**src/rtl/rom_word_loader_pkg.sv**
```systemverilog
// Program-memory word format shared by the ROM loader and the nibble-packed MAC compute top.
// Operand nibbles a..h occupy word bits [3:0]..[31:28].
package rom_word_loader_pkg;
    localparam int NIB_W         = 4;
    localparam int NIBS_PER_WORD = 8;
    localparam int WORD_W        = NIB_W * NIBS_PER_WORD;
    localparam int ADDR_W        = 4;
    localparam int ADDR_STEP     = 4;
    localparam int NUM_WORDS     = 4;

    typedef enum logic [1:0] {
        LD_IDLE  = 2'd0,
        LD_FILL  = 2'd1,
        LD_WRITE = 2'd2,
        LD_DONE  = 2'd3
    } loader_state_e;
endpackage

```
**src/rtl/rom_word_loader_if.sv**
```systemverilog
// Nibble stream in, program-memory write port out.
// The loader uses the slave modport; the nibble source and memory use master.
interface rom_word_loader_if;
    import rom_word_loader_pkg::*;

    logic              in_valid;
    logic [NIB_W-1:0]  in_nib;
    logic              in_ready;
    logic              wr_en;
    logic [ADDR_W-1:0] wr_addr;
    logic [WORD_W-1:0] wr_data;

    modport master (
        output in_valid, in_nib,
        input  in_ready, wr_en, wr_addr, wr_data
    );

    modport slave (
        input  in_valid, in_nib,
        output in_ready, wr_en, wr_addr, wr_data
    );
endinterface

```
**src/rtl/rom_word_loader_nibble_packer.sv**
```systemverilog
// Inserts accepted nibbles into a word at position nib_cnt; word_full flags the last one.
// word is the packing register with the current nibble already inserted.
module rom_word_loader_nibble_packer #(
    parameter int NIB_W         = 4,
    parameter int NIBS_PER_WORD = 8
) (
    input  logic                           clk,
    input  logic                           rst,
    input  logic                           clear,
    input  logic                           accept,
    input  logic [NIB_W-1:0]               nib,
    output logic [NIB_W*NIBS_PER_WORD-1:0] word,
    output logic                           word_full
);
    import rom_word_loader_pkg::*;

    localparam int CNT_W = (NIBS_PER_WORD > 1) ? $clog2(NIBS_PER_WORD) : 1;
    localparam logic [CNT_W-1:0] LAST_NIB = CNT_W'(NIBS_PER_WORD - 1);

    logic [NIB_W*NIBS_PER_WORD-1:0] pack_q;
    logic [CNT_W-1:0]               nib_cnt;

    always_comb begin
        word = pack_q;
        for (int k = 0; k < NIBS_PER_WORD; k++) begin
            if (nib_cnt == CNT_W'(k)) begin
                word[k*NIB_W +: NIB_W] = nib;
            end
        end
    end

    assign word_full = accept && (nib_cnt == LAST_NIB);

    always_ff @(posedge clk) begin
        if (rst || clear) begin
            pack_q  <= '0;
            nib_cnt <= '0;
        end else if (accept) begin
            if (word_full) begin
                pack_q  <= '0;
                nib_cnt <= '0;
            end else begin
                pack_q  <= word;
                nib_cnt <= nib_cnt + CNT_W'(1);
            end
        end
    end
endmodule

```
**src/rtl/rom_word_loader.sv**
```systemverilog
// Packs the nibble stream into 32-bit program words and writes NUM_WORDS of them
// at byte-stepped addresses, then holds done so the compute block can leave reset.
//
//   state | meaning
//   IDLE  | after reset, waiting for start
//   FILL  | accepting nibbles of the current word
//   WRITE | one-cycle memory write of the packed word
//   DONE  | all words written, waiting for a reload start
module rom_word_loader #(
    parameter int NIB_W         = rom_word_loader_pkg::NIB_W,
    parameter int NIBS_PER_WORD = rom_word_loader_pkg::NIBS_PER_WORD,
    parameter int ADDR_W        = rom_word_loader_pkg::ADDR_W,
    parameter int ADDR_STEP     = rom_word_loader_pkg::ADDR_STEP,
    parameter int NUM_WORDS     = rom_word_loader_pkg::NUM_WORDS
) (
    input  logic             clk,
    input  logic             rst,
    input  logic             start,
    rom_word_loader_if.slave bus,
    output logic             busy,
    output logic             done
);
    import rom_word_loader_pkg::*;

    localparam int DATA_W = NIB_W * NIBS_PER_WORD;
    localparam int WC_W   = (NUM_WORDS > 1) ? $clog2(NUM_WORDS) : 1;
    localparam logic [WC_W-1:0]   LAST_WORD = WC_W'(NUM_WORDS - 1);
    localparam logic [ADDR_W-1:0] STEP      = ADDR_W'(ADDR_STEP);

    localparam logic [1:0] S_IDLE  = 2'(LD_IDLE);
    localparam logic [1:0] S_FILL  = 2'(LD_FILL);
    localparam logic [1:0] S_WRITE = 2'(LD_WRITE);
    localparam logic [1:0] S_DONE  = 2'(LD_DONE);

    if (NUM_WORDS * ADDR_STEP > 2**ADDR_W) begin : g_addr_range_check
        $error("rom_word_loader: NUM_WORDS*ADDR_STEP exceeds the address space");
    end
    if (DATA_W != WORD_W || ADDR_W != rom_word_loader_pkg::ADDR_W) begin : g_format_check
        $error("rom_word_loader: parameters disagree with the program-memory format");
    end

    logic [1:0]        state;
    logic [ADDR_W-1:0] addr;
    logic [WC_W-1:0]   word_cnt;
    logic              wr_en_q;
    logic [ADDR_W-1:0] wr_addr_q;
    logic [DATA_W-1:0] wr_data_q;

    logic              in_ready;
    logic              accept;
    logic              load_start;
    logic              packer_clear;
    logic [DATA_W-1:0] word_next;
    logic              word_full;

    assign in_ready     = (state == S_FILL);
    assign accept       = bus.in_valid && in_ready;
    assign load_start   = start && (state == S_IDLE || state == S_DONE);
    assign packer_clear = load_start || (state == S_WRITE);

    rom_word_loader_nibble_packer #(
        .NIB_W         (NIB_W),
        .NIBS_PER_WORD (NIBS_PER_WORD)
    ) u_packer (
        .clk       (clk),
        .rst       (rst),
        .clear     (packer_clear),
        .accept    (accept),
        .nib       (bus.in_nib),
        .word      (word_next),
        .word_full (word_full)
    );

    always_ff @(posedge clk) begin
        if (rst) begin
            state     <= S_IDLE;
            addr      <= '0;
            word_cnt  <= '0;
            wr_en_q   <= 1'b0;
            wr_addr_q <= '0;
            wr_data_q <= '0;
        end else begin
            wr_en_q <= 1'b0;
            case (state)
                S_IDLE, S_DONE: begin
                    if (start) begin
                        state    <= S_FILL;
                        addr     <= '0;
                        word_cnt <= '0;
                    end
                end
                S_FILL: begin
                    if (word_full) begin
                        state     <= S_WRITE;
                        wr_en_q   <= 1'b1;
                        wr_addr_q <= addr;
                        wr_data_q <= word_next;
                    end
                end
                S_WRITE: begin
                    addr     <= addr + STEP;
                    word_cnt <= word_cnt + WC_W'(1);
                    state    <= (word_cnt == LAST_WORD) ? S_DONE : S_FILL;
                end
                default: state <= S_IDLE;
            endcase
        end
    end

    // wr_addr keeps the last written address through DONE; addr already points past it
    assign bus.in_ready = in_ready;
    assign bus.wr_en    = wr_en_q;
    assign bus.wr_addr  = wr_addr_q;
    assign bus.wr_data  = wr_data_q;
    assign busy         = (state == S_FILL) || (state == S_WRITE);
    assign done         = (state == S_DONE);
endmodule

```
**src/flat_wrapper.sv**
```systemverilog
// flat-port wrapper written by rule: the top's interface ports become plain ports
module rom_word_loader_flat import rom_word_loader_pkg::*;
#(
    parameter int NIB_W         = rom_word_loader_pkg::NIB_W,
    parameter int NIBS_PER_WORD = rom_word_loader_pkg::NIBS_PER_WORD,
    parameter int ADDR_W        = rom_word_loader_pkg::ADDR_W,
    parameter int ADDR_STEP     = rom_word_loader_pkg::ADDR_STEP,
    parameter int NUM_WORDS     = rom_word_loader_pkg::NUM_WORDS
)
  (clk, rst, start, busy, done, bus_in_valid, bus_in_nib, bus_in_ready, bus_wr_en, bus_wr_addr, bus_wr_data);
  rom_word_loader_if bus_i ();
  input  logic clk;
  input  logic rst;
  input  logic start;
  output logic busy;
  output logic done;
  input wire logic [$bits(bus_i.in_valid)-1:0] bus_in_valid;
  input wire logic [$bits(bus_i.in_nib)-1:0] bus_in_nib;
  output wire logic [$bits(bus_i.in_ready)-1:0] bus_in_ready;
  output wire logic [$bits(bus_i.wr_en)-1:0] bus_wr_en;
  output wire logic [$bits(bus_i.wr_addr)-1:0] bus_wr_addr;
  output wire logic [$bits(bus_i.wr_data)-1:0] bus_wr_data;
  assign bus_i.in_valid = bus_in_valid;
  assign bus_i.in_nib = bus_in_nib;
  assign bus_in_ready = bus_i.in_ready;
  assign bus_wr_en = bus_i.wr_en;
  assign bus_wr_addr = bus_i.wr_addr;
  assign bus_wr_data = bus_i.wr_data;
  rom_word_loader #(.NIB_W(NIB_W), .NIBS_PER_WORD(NIBS_PER_WORD), .ADDR_W(ADDR_W), .ADDR_STEP(ADDR_STEP), .NUM_WORDS(NUM_WORDS)) u_core (.clk(clk), .rst(rst), .start(start), .bus(bus_i), .busy(busy), .done(done));
endmodule
```
**config.mk**
```make
export PLATFORM = sky130hd
export DESIGN_NAME = rom_word_loader_flat
export DESIGN_NICKNAME = d
export VERILOG_FILES = /design/src/rtl/rom_word_loader_pkg.sv /design/src/rtl/rom_word_loader_if.sv /design/src/rtl/rom_word_loader_nibble_packer.sv /design/src/rtl/rom_word_loader.sv /design/src/flat_wrapper.sv
export SDC_FILE = /design/constraint.sdc
export NUM_CORES = 1
export LEC_CHECK = 0
export CAP_MARGIN = 20
export CORE_ASPECT_RATIO = 0.75
export CORE_MARGIN = 4
export CORE_UTILIZATION = 30
export CTS_BUF_LIST = sky130_fd_sc_hd__clkbuf_4
export CTS_CLUSTER_SIZE = 24
export DETAILED_ROUTE_END_ITERATION = 8
export SYNTH_ARGS = -nofsm -noshare
export SYNTH_HDL_FRONTEND = slang
export SYNTH_SLANG_ARGS = --single-unit
```
**constraint.sdc**
```tcl
create_clock -name clk -period 2.4 [get_ports clk]
set_input_delay 0.36 -clock clk [delete_from_list [all_inputs] [get_ports clk]]
set_output_delay 0.36 -clock clk [all_outputs]
set_load 0.1 [all_outputs]
```
==> flow_results.org <==
** Status
- The flow ran to the end, and the final reports show no timing, DRC or antenna violations.

** Global routing
- For this run, the total global-route usage over all layers was measured as 13.1%.
- GR met2 Demand/Resource :: 19.4%
- Overall overflow remaining after global route :: 0
- Entering global routing, the biggest net connects 64 pins.
- Global routing consumed, on the met3 layer, 2.91% of the routing resources.
- Top Usage Layer GRT :: met2
- Antenna violations before repair :: 0
- The via count of the first global-routing pass was 2427.
- For met1 alone, demand over resource in global routing was 18.7%.
- Global-route wire length before repair :: 12700 µm

** Finish
- Area occupied by multi-input gates :: 1520 µm²
- Fill cell count :: 1076
- Number of diodes added for antenna fixing :: 0
- Top library cells by usage in the layout, fill and taps aside :: sky130_fd_sc_hd__dfxtp_1, sky130_fd_sc_hd__buf_4, sky130_fd_sc_hd__nand2_1, sky130_fd_sc_hd__nor2_1, sky130_fd_sc_hd__mux2i_1
- Synth-to-layout area growth :: 20.2%
- Most common cell after layout, fill and taps aside :: sky130_fd_sc_hd__dfxtp_1
- Fraction of final layout cells with drive strength greater than 1 :: 18.0%
- Number of nets in the layout :: 408
- With fillers left out, the area of the finished cells amounts to 3770 µm².
- The sequential cells in the finished layout cover a total of 1440 µm².

** STA
- Summed over all failing endpoints, the final setup total negative slack is 0 ps.
- Final number of max-transition violations :: 0
- Final setup viols :: 0
- The number of hold violations in the final report is 0.
- Post-layout min period :: 2030 ps
- After layout, the worst path uses 84.8% of the clock period.
- The clock arrives with 13.4 ps of skew.
- Maximum frequency from static timing analysis :: 491 MHz
- RSZ-0062 raised after global routing :: no

** Worst hold path
- The worst hold path belongs to the class reg -> reg.

** Placed design
- During placement, the flow inserted port buffers numbering 45.
- Placed Instance Area :: 3630 µm²
- The congestion estimate from routability-driven global placement came to 0.822.
- The HPWL after detailed placement is 5700 µm.

** Detailed routing
- Via-to-Cell Ratio :: 5.06
- Before antenna repair, the detailed router went through 4 iterations.
- The detailed router finished its first iteration with 195 violations.
- For this block, the routed nets add up to 7820 µm of wire.
- The routed layout has 2686 vias.
- Antenna-violating nets left :: 0
- Avg WL per Cell :: 14.7 µm
- After detailed routing, the number of remaining DRC violations is 0.

** Floorplan
- Die Height :: 96.6 µm
- 48 I/O pins were placed.
- In this run the standard cell core region covers 10200 µm².
- The floorplan step set the die width to 126 µm.
- The initial utilization of the core area, before any placement, comes to 30.6%.
- The die covers 12200 µm².
- The floorplan has 32 rows.

** Yosys
- Synth Instances :: 354
- Distinct cell type count after synthesis :: 32
- The synthesized design devotes to its leading area cell type 46.0% of total area.
- The synthesized netlist occupies a cell area of 3140 µm².
- Cell accounting for the most synthesized area :: sky130_fd_sc_hd__dfxtp_1
- Averaged over all synthesized cells, the footprint is 8.86 µm².
- The share of the Yosys chip area taken by registers is 46.0%.
- Biggest area contributors in the synthesized netlist :: sky130_fd_sc_hd__dfxtp_1, sky130_fd_sc_hd__mux2i_1, sky130_fd_sc_hd__nand2_1, sky130_fd_sc_hd__nor2_1, sky130_fd_sc_hd__a211oi_1
- Synthesis warning total :: 0
- Flop and latch count out of synthesis :: 72

** Clocking
- CTS tree :: done
- Once the clock tree was built, the resizer swapped 0 gates to a different size.
- Post-CTS Hold Buffers :: 0
- H-tree Lvls :: 3
- Clock-pin slew of the registers on the worst-case setup and hold paths :: 130 ps
- Buffers added to address setup during post-CTS repair amount to 0.
- Clock latency on the worst-skew pair, taken at its later pin, is 410 ps.
- CTS root buffer :: sky130_fd_sc_hd__clkbuf_4
- Maximum count of clock buffers along a single path :: 2
- Counting every sink on the clock net gives 72.
- Number of buffers inserted during clock tree synthesis :: 9

** Pwr
- For this design the ratio of total power to cell area is 576 nW/µm².
- Peak ir drop on the vdd network :: 0.159 mV
- P_leak :: 0.00135 µW

** Setup path
- STA classifies the critical path startpoint as a flop.
- Required time at the endpoint of the critical path :: 2740 ps
- Path type of the worst setup path :: reg -> reg
- STA puts the critical path data arrival time at 2380 ps.
- Critical path endpoint category :: flop
- Max FO, Critical Path :: 10

** Flow run
- The tool flagged a number of max-cap violations equal to 0.
## cell usage after synthesis
cell type,n
sky130_fd_sc_hd__dfxtp_1,72
sky130_fd_sc_hd__nand2_1,46
sky130_fd_sc_hd__nor2_1,40
sky130_fd_sc_hd__clkbuf_1,20
sky130_fd_sc_hd__mux2i_1,18
sky130_fd_sc_hd__a211oi_1,17
sky130_fd_sc_hd__a21oi_1,15
sky130_fd_sc_hd__nand3_1,15
sky130_fd_sc_hd__a311oi_1,12
sky130_fd_sc_hd__a32o_1,12
sky130_fd_sc_hd__o22ai_1,12
sky130_fd_sc_hd__buf_2,10
sky130_fd_sc_hd__ha_1,10
sky130_fd_sc_hd__nor2b_1,10
sky130_fd_sc_hd__nand2b_1,7
sky130_fd_sc_hd__a22oi_1,5
sky130_fd_sc_hd__and3_1,5
sky130_fd_sc_hd__inv_1,5
sky130_fd_sc_hd__o21ai_1,4
sky130_fd_sc_hd__nand3b_1,3
sky130_fd_sc_hd__or3_4,3
sky130_fd_sc_hd__buf_4,2
sky130_fd_sc_hd__buf_6,2
sky130_fd_sc_hd__a211o_1,1
sky130_fd_sc_hd__a31oi_1,1
sky130_fd_sc_hd__a32oi_1,1
sky130_fd_sc_hd__and2_1,1
sky130_fd_sc_hd__conb_1,1
sky130_fd_sc_hd__inv_2,1
sky130_fd_sc_hd__o211ai_1,1
sky130_fd_sc_hd__o21ai_0,1
sky130_fd_sc_hd__or3_1,1
## critical path, stage by stage (launching register included)
cell                      delay, ps
sky130_fd_sc_hd__dfxtp_1        390
sky130_fd_sc_hd__inv_1           60
sky130_fd_sc_hd__ha_1           390
sky130_fd_sc_hd__a211o_1        490
sky130_fd_sc_hd__or3_4          460
sky130_fd_sc_hd__o22ai_1        190
## metrics by stage
| stage | utilization [%] | total power [µW] | instances | hold slack [ps] | worst slack (ps) |
|---|---|---|---|---|---|
| detailed placement | 35.4 | 1430 | 515 | 460 | 360 |
| floorplan | - | 1370 | 355 | 444 | 69.1 |
| global route | 36.8 | 2260 | 531 | 491 | 192 |
| global placement | 35.4 | 1430 | 515 | 449 | 378 |
| CTS | 36.8 | 2190 | 531 | 478 | 363 |
| finish | 36.8 | 2170 | 531 | 473 | 365 |
## power breakdown
part | switching, µW | internal, µW
Sequential | 4.39 | 1200
Clock | 453 | 318
Combinational | 139 | 57.8
## worst paths after layout
check                                                        start                                      end  slack [ps]  depth (start not counted)
worst max-delay path                  u_core.state[0]$_SDFFE_PP0P_  u_core.u_packer.pack_q[24]$_SDFFE_PP0P_         370                          5
worst min-delay path            u_core.bus.wr_addr[3]$_SDFFE_PP0P_       u_core.bus.wr_addr[3]$_SDFFE_PP0P_         470                          2
worst max register to register        u_core.state[0]$_SDFFE_PP0P_  u_core.u_packer.pack_q[24]$_SDFFE_PP0P_         370                          5
worst min register to register  u_core.bus.wr_addr[3]$_SDFFE_PP0P_       u_core.bus.wr_addr[3]$_SDFFE_PP0P_         470                          2
## state kept, by name (all words and copies together), names as in the netlist
name	flops
u_core.u_packer.nib_cnt	3
u_core.bus.wr_en	1
u_core.bus.wr_addr	2
u_core.addr	2
u_core.word_cnt	2
u_core.bus.wr_data	32
u_core.state	2
u_core.u_packer.pack_q	28
## final cells by class
type                       instances  area share [%]
multi-input combinational        243            40.3
sequential                        72            38.2
timing repair buffer              58            12.7
tap                              136            4.51
clock inverter                     7            1.86
clock buffer                       9            1.79
inverter                           6           0.597
## routing by layer
| layer | routed length (µm) | up-vias |
|---|---|---|
| met3 | 453 | 6 |
| met1 | 3890 | 1273 |
| met4 | 82 | 0 |
| met2 | 3400 | 79 |
| li1 | - | 1328 |
| met5 | 0 | - |
## kinds of logic after synthesis
group | count (synthesis) | synth area share [%]
other cells | 1 | 0.120
fa+ha+maj | 10 | 3.99
compound gates | 82 | 19.0
flops | 72 | 46.0
buf+inv | 40 | 5.90
mux | 18 | 5.74
simple gates | 131 | 19.3
No activity file was read; power rests on OpenSTA's default activity.
==> variant: new RTL, same settings <==
The package constant `NUM_WORDS` goes from 4 to 2.
--- a/src/rtl/rom_word_loader_pkg.sv
+++ b/src/rtl/rom_word_loader_pkg.sv
@@ -6,7 +6,7 @@
     localparam int WORD_W        = NIB_W * NIBS_PER_WORD;
     localparam int ADDR_W        = 4;
     localparam int ADDR_STEP     = 4;
-    localparam int NUM_WORDS     = 4;
+    localparam int NUM_WORDS     = 2;
 
     typedef enum logic [1:0] {
         LD_IDLE  = 2'd0,
Formal check against the unedited RTL: no difference found for any inputs over 10 cycles, from zero or initial values and one cycle with rst high; that may be too few to reach the edited logic, so the function may still have changed.
==> variant against the unedited design <==
  * Routed wire length fell by 1.9%
  * Setup slack got worse by 0.027 ns
  * Design area down 1.8%
  * Power fell by 2.1%
  * Area after synthesis is 1.4% lower
  * Sequential cell count is 1 lower
  * Cell count down 1.9%
  * Hold slack worse by 0.0079 ns
  * Global-route usage rose by 0.47 points
  * Critical path type unchanged
  * Largest cell class unchanged
  * Largest power group unchanged
==> variant: results (changes against the unedited design) <==
dr_wl_met2_mm: 3.402  # was 3.397 mm
status: "finished, final reports clean"  # unchanged
wl_per_cell_um: 14.72  # was 14.73 um
buf_share: 0.1271  # was 0.1268
p_int_w: 0.001564  # was 0.001576 W
grt_max_degree: 50  # was 64
avgSynthCellArea_sq_um: 8.888  # was 8.861 sq um
seq-cell-share: 0.3839  # was 0.3823
nClkBuffers: 10  # was 9
peakVddDrop_mv: 0.2442  # was 0.1592 mV
use_met2: 0.2089  # was 0.1942
multi_input_area_share: 0.4042  # was 0.4033
yosysSeqAreaShare: 0.4595  # about the same
signal_buffers: 57  # was 58
track_usage: 0.1358  # was 0.1311
clk_share: 0.03413  # was 0.03651
drt_iter0_markers: 155  # was 195
synth_compound_area_frac: 0.1913  # was 0.1903
synth_seq_cells: 71  # was 72
grt_pass1_wl_mm: 12.89  # was 12.72 mm
n_fill_cell: 1025  # was 1,076
grt_use_met1: 0.1816  # was 0.1871
yosys-top-cells-count: "dfxtp_1, nand2_1, nor2_1, a211oi_1, mux2i_1"  # was dfxtp_1, nand2_1, nor2_1, clkbuf_1, mux2i_1
nNetsFinal: 401  # was 408
gp_congestion: 0.7965  # was 0.8215
finClkSkew_ns: 0.01632  # was 0.01335 ns
synthAdderAreaFrac: 0.03641  # was 0.03989
hpwl_mm: 5.324  # was 5.695 mm
met3_usage: 0.03993  # was 0.02912
m1WireLength_mm: 3.798  # was 3.885 mm
n_all_inverters: 6  # unchanged
overflow: 0  # unchanged
muxShareOfSynthArea: 0.05825  # was 0.05744
p_clk_w: 0.000723  # was 0.000771 W
synth_cell_types: 31  # was 32
num-multi-input-gates: 239  # was 243
synth_area_leaders: "dfxtp_1, mux2i_1, nand2_1, nor2_1, a211oi_1"  # unchanged
drive_above_1_share: 0.1748  # was 0.1797
met3WireLength_um: 378  # was 453 um
finalNonFillerCells: 521  # was 531
post-route-min-period_ns: 2.062  # was 2.035 ns
avgViaCountPerCell: 5.048  # was 5.058
postCtsSetupRepairBufs: 0  # unchanged
dp_slack_ns: 0.3829  # was 0.3605 ns
[variant: through the flow]
step	total power, W	cell area, sq um
floorplan	0.001366	3097
global placement	0.001428	3576
CTS	0.002161	3702
global route	0.002225	3702
finish	0.002126	3702
detailed placement	0.001430	3576
[variant: path summary, 6_finish.rpt]
kind / startpoint / endpoint / slack, ns
worst min-delay path: u_core.bus.wr_data[30]$_SDFFE_PP0P_ / u_core.bus.wr_data[30]$_SDFFE_PP0P_ / 0.46
worst max-delay path: u_core.state[0]$_SDFFE_PP0P_ / u_core.u_packer.pack_q[25]$_SDFFE_PP0P_ / 0.34
worst max register to register: u_core.state[0]$_SDFFE_PP0P_ / u_core.u_packer.pack_q[25]$_SDFFE_PP0P_ / 0.34
worst min register to register: u_core.bus.wr_data[30]$_SDFFE_PP0P_ / u_core.bus.wr_data[30]$_SDFFE_PP0P_ / 0.46
